## config.mk

```make
export PLATFORM = sky130hd
export DESIGN_NAME = seg_scan_driver
export DESIGN_NICKNAME = d
export VERILOG_FILES = /design/src/rtl/seg_pkg.sv /design/src/rtl/bcd_dd_conv.sv /design/src/rtl/seg_scan_driver.sv
export SDC_FILE = /design/constraint.sdc
export NUM_CORES = 1
export LEC_CHECK = 0
export CORE_ASPECT_RATIO = 0.7
export CORE_MARGIN = 2
export CORE_UTILIZATION = 55
export CTS_CLUSTER_SIZE = 10
export DETAILED_ROUTE_END_ITERATION = 8
export GPL_TIMING_DRIVEN = 0
export PLACE_DENSITY = 0.76
export SLEW_MARGIN = 40
export SYNTH_ARGS = -nofsm -noshare
export SYNTH_HDL_FRONTEND = slang
export SYNTH_SLANG_ARGS = --single-unit
```

## constraint.sdc

```tcl
create_clock -name clk -period 2.3 [get_ports clk]
set_clock_uncertainty 0.05 [all_clocks]
set_input_delay 0.23 -clock clk [delete_from_list [all_inputs] [get_ports clk]]
set_output_delay 0.23 -clock clk [all_outputs]
set_load 0.05 [all_outputs]
```

## src/rtl/seg_pkg.sv

```systemverilog
// Shared types and segment encodings for the multiplexed 7-segment driver.
package seg_pkg;

    typedef enum logic [1:0] {
        IDLE,
        CONV,
        COMMIT
    } conv_state_t;

    localparam logic [6:0] SEG_BLANK = 7'h7F;
    localparam logic [6:0] SEG_DASH  = 7'h7E;

    // Active-low {a,b,c,d,e,f,g} patterns for digits 0..9
    localparam logic [6:0] SEG_DIGITS [10] = '{
        7'h01, 7'h4F, 7'h12, 7'h06, 7'h4C,
        7'h24, 7'h20, 7'h0F, 7'h00, 7'h04
    };

    function automatic logic [6:0] seg_decode(input logic [3:0] nibble);
        logic [6:0] s;
        s = SEG_BLANK;
        if (nibble < 4'd10) begin
            s = SEG_DIGITS[nibble];
        end
        return s;
    endfunction

endpackage

```

## src/rtl/bcd_dd_conv.sv

```systemverilog
// Sequential binary-to-BCD converter (double-dabble, one bit per cycle).
module bcd_dd_conv
    import seg_pkg::*;
#(
    parameter int unsigned IN_W       = 8,
    parameter int unsigned BCD_DIGITS = 3
) (
    input  logic                    clk,
    input  logic                    rst,
    input  logic                    load,
    input  logic [IN_W-1:0]         bin_in,
    output logic                    busy,
    output logic                    done,
    output logic [4*BCD_DIGITS-1:0] bcd_out
);

    localparam int unsigned BCD_W = 4 * BCD_DIGITS;
    localparam int unsigned CNT_W = (IN_W > 1) ? $clog2(IN_W) : 1;

    conv_state_t      state_q;
    logic [IN_W-1:0]  shreg_q;
    logic [BCD_W-1:0] bcd_q;
    logic [CNT_W-1:0] cnt_q;
    logic             busy_q;
    logic             done_q;
    logic [BCD_W-1:0] bcd_adj;

    // Add-3 correction applied to every nibble before each shift
    always_comb begin
        bcd_adj = bcd_q;
        for (int i = 0; i < int'(BCD_DIGITS); i++) begin
            if (bcd_q[4*i +: 4] >= 4'd5) begin
                bcd_adj[4*i +: 4] = bcd_q[4*i +: 4] + 4'd3;
            end
        end
    end

    // COMMIT spans two cycles: pulse done, then release busy on the hand-off edge
    always_ff @(posedge clk or posedge rst) begin
        if (rst) begin
            state_q <= IDLE;
            shreg_q <= '0;
            bcd_q   <= '0;
            cnt_q   <= '0;
            busy_q  <= 1'b0;
            done_q  <= 1'b0;
        end else begin
            case (state_q)
                IDLE: begin
                    if (load) begin
                        shreg_q <= bin_in;
                        bcd_q   <= '0;
                        cnt_q   <= CNT_W'(IN_W - 1);
                        busy_q  <= 1'b1;
                        state_q <= CONV;
                    end
                end
                CONV: begin
                    {bcd_q, shreg_q} <= {bcd_adj, shreg_q} << 1;
                    cnt_q            <= cnt_q - CNT_W'(1);
                    if (cnt_q == '0) begin
                        state_q <= COMMIT;
                    end
                end
                COMMIT: begin
                    if (done_q) begin
                        done_q  <= 1'b0;
                        busy_q  <= 1'b0;
                        state_q <= IDLE;
                    end else begin
                        done_q <= 1'b1;
                    end
                end
                default: state_q <= IDLE;
            endcase
        end
    end

    assign busy    = busy_q;
    assign done    = done_q;
    assign bcd_out = bcd_q;

endmodule

```

## src/rtl/seg_scan_driver.sv

```systemverilog
// Multi-digit common-anode 7-segment scan driver with sequential BCD conversion.
// Optional leading-zero blanking: define SEG_LEADING_ZERO_BLANK_EN.
module seg_scan_driver
    import seg_pkg::*;
#(
    parameter int unsigned N_DIGITS    = 4,
    parameter int unsigned IN_W        = 8,
    parameter int unsigned REFRESH_DIV = 100000
) (
    input  logic                clk,
    input  logic                rst,
    input  logic [IN_W-1:0]     bin_in,
    input  logic                load,
    output logic [6:0]          seg,
    output logic [N_DIGITS-1:0] an,
    output logic                busy,
    output logic                done,
    output logic                ovf
);

    localparam int unsigned BCD_DIGITS = (IN_W * 302) / 1000 + 1;
    localparam int unsigned BCD_W      = 4 * BCD_DIGITS;
    localparam int unsigned DISP_W     = 4 * N_DIGITS;
    localparam int unsigned PRE_W      = $clog2(REFRESH_DIV);
    localparam int unsigned IDX_W      = (N_DIGITS > 1) ? $clog2(N_DIGITS) : 1;

    logic                     conv_done;
    logic [BCD_W-1:0]         bcd;
    logic [DISP_W+BCD_W-1:0]  bcd_ext;
    logic [DISP_W-1:0]        disp_d;
    logic                     ovf_d;
    logic [DISP_W-1:0]        disp_q;
    logic                     ovf_q;
    logic                     done_q;
    logic [PRE_W-1:0]         pre_q;
    logic [IDX_W-1:0]         idx_q;
    logic [N_DIGITS-1:0]      an_q;
    logic [6:0]               seg_q;
    logic [6:0]               seg_c;
    logic [N_DIGITS-1:0]      blank_mask;

    bcd_dd_conv #(
        .IN_W      (IN_W),
        .BCD_DIGITS(BCD_DIGITS)
    ) u_conv (
        .clk    (clk),
        .rst    (rst),
        .load   (load),
        .bin_in (bin_in),
        .busy   (busy),
        .done   (conv_done),
        .bcd_out(bcd)
    );

    // Zero-extend so the display slice and the overflow slice are always in range
    always_comb begin
        bcd_ext = {DISP_W'(0), bcd};
        disp_d  = bcd_ext[DISP_W-1:0];
        ovf_d   = |bcd_ext[DISP_W +: BCD_W];
    end

`ifdef SEG_LEADING_ZERO_BLANK_EN
    logic [N_DIGITS-1:0] blank_d;
    logic [N_DIGITS-1:0] blank_q;
    logic                lead;

    // Digits above the most significant nonzero digit blank; digit 0 never does
    always_comb begin
        blank_d = '0;
        lead    = 1'b1;
        for (int i = int'(N_DIGITS) - 1; i >= 1; i--) begin
            lead       = lead & (disp_d[4*i +: 4] == 4'd0);
            blank_d[i] = lead;
        end
    end

    always_ff @(posedge clk or posedge rst) begin
        if (rst) begin
            blank_q <= '0;
        end else if (conv_done) begin
            blank_q <= blank_d;
        end
    end

    assign blank_mask = blank_q;
`else
    assign blank_mask = '0;
`endif

    always_comb begin
        seg_c = seg_decode(disp_q[4*idx_q +: 4]);
        if (blank_mask[idx_q]) begin
            seg_c = SEG_BLANK;
        end
        if (ovf_q) begin
            seg_c = SEG_DASH;
        end
    end

    // an and seg update together on each prescaler wrap
    always_ff @(posedge clk or posedge rst) begin
        if (rst) begin
            disp_q <= '0;
            ovf_q  <= 1'b0;
            done_q <= 1'b0;
            pre_q  <= '0;
            idx_q  <= '0;
            an_q   <= '1;
            seg_q  <= SEG_BLANK;
        end else begin
            done_q <= conv_done;
            if (conv_done) begin
                disp_q <= disp_d;
                ovf_q  <= ovf_d;
            end
            if (pre_q == PRE_W'(REFRESH_DIV - 1)) begin
                pre_q <= '0;
                idx_q <= (idx_q == IDX_W'(N_DIGITS - 1)) ? '0 : idx_q + IDX_W'(1);
                an_q  <= ~(N_DIGITS'(1) << idx_q);
                seg_q <= seg_c;
            end else begin
                pre_q <= pre_q + PRE_W'(1);
            end
        end
    end

    assign seg  = seg_q;
    assign an   = an_q;
    assign done = done_q;
    assign ovf  = ovf_q;

endmodule

```

==> impl_results.rst <==
.. list-table::
   :header-rows: 1

   * - Metric
     - Value
   * - Data required time of the critical path
     - 2.53 ns
   * - TritonCTS clock tree
     - built
   * - Number of buffers inserted during clock tree synthesis
     - 9
   * - Number of synthesized flops with an enable pin
     - 0
   * - Highest-delay cell along the critical path
     - dfrtp_1
   * - Antenna-violating nets left
     - 0
   * - Remaining Overflow, GRT
     - 0
   * - Final Wtd Congestion
     - 0.755
   * - Pre-Repair DR Iteration Count
     - 4
   * - Core Box Area
     - 5870 um^2
   * - Highest fanout seen on the critical path
     - 6
   * - Total Neg Setup Slack
     - 0 ns
   * - Level count of the clock H-tree
     - 3
   * - Bufs on Longest Clock Path
     - 2
   * - Post-Synthesis Net Count
     - 352
   * - Portion of the clock cycle consumed by the worst path in the final layout
     - 88.0%
   * - Synthesized area
     - 3420 um^2
   * - HPWL Detailed
     - 4.49 mm
   * - Vertical die dimension
     - 69.9 um
   * - Critical path data arrival time
     - 2.26 ns
   * - Number of max-cap violations
     - 0
   * - Clock root buffer
     - clkbuf_8
   * - Critical setup path kind
     - flop to flop
   * - Routed wire length on met2
     - 2.73 mm
   * - Switching fraction of total power
     - 36.5%
   * - Starting Density
     - 58.2%
   * - Antenna violations before repair
     - 0
   * - Count of hold buffers inserted by post-cts repair
     - 0
   * - PortBufs
     - 23
   * - Instance count of the mapped netlist
     - 323
   * - Internal portion of total power
     - 2.65 mW
   * - Maximum vdd drop
     - 0.533 mV
   * - Final hold vios
     - 0
   * - Net count reported at finish
     - 387
   * - Finished Cell Area
     - 3970 um^2
   * - Async set or reset register ratio after synthesis
     - 100%
   * - Ports placed on the boundary
     - 25
   * - Leading cell types by total area after synthesis
     - dfrtp_1 43%, dfstp_2 8.5%, ha_1 6.6%
   * - Die Area
     - 6870 um^2
   * - Overall die width
     - 98.2 um
   * - Setup violators final
     - 0
   * - Cell row count
     - 23
   * - Most used flip-flop cell after synthesis
     - dfrtp_1
   * - Routed Wire Length
     - 6.34 mm
   * - Clock latency of the later-clocked register in the worst-skew pair
     - 0.36 ns
   * - Type of origin of the critical path
     - flop
   * - Class of the tightest hold or removal check
     - input pin to asynchronous set/reset pin
   * - Wire length per cell
     - 14.5 um
   * - Highest routed metal layer
     - met4
   * - Most area-hungry cell type in the Yosys netlist
     - dfrtp_1
   * - Wire length of the first global-routing pass
     - 11.3 mm
   * - Gates resized, CTS repair
     - 0
   * - Via count of the first global-routing pass
     - 2,451
   * - Status
     - finished, final reports clean
   * - Fill cell instance count of the final layout
     - 465
   * - Area of placed instances
     - 3760 um^2
   * - Post-CTS Setup Repair Bufs
     - 0
   * - Total via count in the routed design
     - 2,433
   * - Slew Limit Headroom
     - 63.9%
   * - Number of distinct library cells after synthesis
     - 48
   * - Area grow syn2layout
     - 16.1%
   * - Drt via density
     - 5.55
   * - Pins over their slew limit
     - 0
   * - Ratio of total power to cell area
     - 1050 nW/um^2
   * - Clk pwr share
     - 23.9%
   * - DRT iter0 DRCs
     - 83
   * - Clock Sink Count
     - 70
   * - RSZ-0062 raised after global routing
     - false
   * - Number of buffers and inverters on the critical path
     - 1
   * - Total number of cells along the worst setup path
     - 7
   * - List of cells traversed by the critical path
     - ha_1 -> and4_1 -> buf_4 -> and3_1 -> nand4_1 -> or3_1 -> o21ai_1
   * - DRC violations left
     - 0
   * - Time the worst path needs with I/O delays and setup
     - 2.02 ns
   * - GRT Total Usage
     - 20.5%
   * - Synthesized area per cell
     - 10.6 um^2
   * - Part of the power in registers
     - 42.2%
   * - Antenna diode count
     - 0
   * - NetSw
     - 1.52 mW
   * - Proportion of layout cells with a drive suffix above 1
     - 15.7%
   * - Kind of end point of the critical path
     - flop
   * - Area share of the leading cell type in the synthesized netlist
     - 43.2%
   * - CTS clock-pin slew for the worst setup and hold paths
     - 0.08 ns
   * - Synth Register Bits
     - 70
   * - Synthesis warning total
     - 0
   * - Detailed-routing wirelength on met1
     - 3.21 mm
   * - Delay of the slowest cell on the worst path
     - 0.40 ns
   * - Worst r2r path cells
     - 7
   * - Combinational share of power
     - 33.9%
   * - Routed length on met3
     - 308 um
   * - Sequential area share after synthesis
     - 51.7%
   * - Leakage Power
     - 1.77 nW
   * - Kind of cell adding the most delay to the critical path
     - simple AND/OR/NAND/NOR gates
   * - Maximum number of pins on one net before global-route repair
     - 39
   * - Transition time at the pin with the least slew margin
     - 0.541 ns
   * - Achievable clock frequency
     - 0.494 GHz
[sequential cells by signal (all words and copies together) (netlist names)]
signal	flops
u_conv.done	1
u_conv.state_q	2
u_conv.cnt_q	3
done	1
an	4
u_conv.shreg_q	8
u_conv.busy	1
seg	7
disp_q	12
idx_q	2
u_conv.bcd_out	12
pre_q	17
[cells in the mapped netlist, types with 3 or more instances]
| cell | instances |
|---|---|
| a21oi_1 | 10 |
| a22oi_1 | 3 |
| a31oi_1 | 3 |
| and4_1 | 3 |
| buf_2 | 5 |
| clkbuf_1 | 7 |
| dfrtp_1 | 59 |
| dfstp_2 | 11 |
| ha_1 | 18 |
| inv_1 | 16 |
| mux2_2 | 13 |
| mux2i_1 | 11 |
| nand2_1 | 39 |
| nand2b_1 | 4 |
| nand3_1 | 12 |
| nand4_1 | 3 |
| nor2_1 | 17 |
| nor3_1 | 3 |
| o21ai_0 | 29 |
| xnor2_1 | 13 |
| xor2_1 | 7 |
[area by class of cell]
class                      count  area (um^2)  area share (%)
clock inverter                 7         73.8            1.86
tap                           75         93.8            2.37
buffer                        16         88.8            2.24
multi-input combinational    221         1510            37.9
inverter                      16         65.1            1.64
sequential                    70         1770            44.5
clock buffer                   9          124            3.12
timing repair buffer          24          250            6.31
[metal layers]
metal  GRT usage, %  vias to the layer above
li1               -                     1179
met1           28.3                     1189
met2           31.1                       51
met3           6.91                       14
met4           5.94                        0
met5              0                        -
[final timing paths]
check                            startpoint  slack [ns]           endpoint
max in group asynchronous               rst        1.48              an[0]
worst max register to register     pre_q[0]        0.28           idx_q[0]
worst min-delay path                    rst        0.16  u_conv.shreg_q[5]
min in group clk                u_conv.done        0.33               done
worst min register to register  u_conv.done        0.33               done
worst max-delay path               pre_q[0]        0.28           idx_q[0]
[stage by stage]
| step | setup slack (ns) | power, mW | hold slack [ns] | utilization (%) | instances |
|---|---|---|---|---|---|
| 3_5_place_dp | 0.177 | 3.19 | 0.309 | 64.1 | 422 |
| 6_report | 0.276 | 4.17 | 0.163 | 67.6 | 438 |
| 4_1_cts | 0.154 | 4.20 | 0.160 | 67.5 | 438 |
| 3_3_place_gp | -0.895 | 3.11 | 0.305 | 63.7 | 421 |
| 5_1_grt | 0.121 | 4.49 | 0.177 | 67.6 | 438 |
| 2_1_floorplan | 0.270 | 2.82 | 0.302 | - | 323 |
[cells in the final DEF (no fill, tap or decap), types with 3 or more instances in the layout]
master,Yosys,layout
nor2_1,17,17
clkbuf_8,0,9
a31oi_1,3,3
clkdlybuf4s50_1,0,23
clkbuf_1,7,7
and4_1,3,3
dfstp_2,11,11
nand4_1,3,3
nor3_1,3,3
mux2i_1,11,11
xor2_1,7,7
o21ai_0,29,29
nand3_1,12,12
a22oi_1,3,3
mux2_2,13,13
a21oi_1,10,9
buf_2,5,5
nand2b_1,4,4
clkinvlp_4,0,4
dfrtp_1,59,59
ha_1,18,18
inv_1,16,15
nand2_1,39,39
xnor2_1,13,13
[power groups by stage]
stage	Clock, mW	Combinational, mW	Sequential [mW]
2_1_floorplan	0	1.09	1.73
3_3_place_gp	0	1.34	1.76
3_5_place_dp	0	1.41	1.78
4_1_cts	1.03	1.42	1.75
5_1_grt	1.08	1.61	1.80
6_report	0.999	1.41	1.76
[cells by family (layout without fill, tap and decap cells)]
logic type / after synthesis / count (layout) / synth area share [%]
AOI/OAI and AO/OA: 63 / 63 / 11.3
xor gates and xnor gates: 20 / 20 / 5.13
muxes: 24 / 24 / 7.51
adders and majority gates: 18 / 18 / 6.59
buffers and inverters: 32 / 72 / 4.36
other: 1 / 1 / 0.110
DFF: 70 / 70 / 51.7
and+or+nand+nor: 95 / 95 / 13.3
Power figures use the tool's default switching activity.
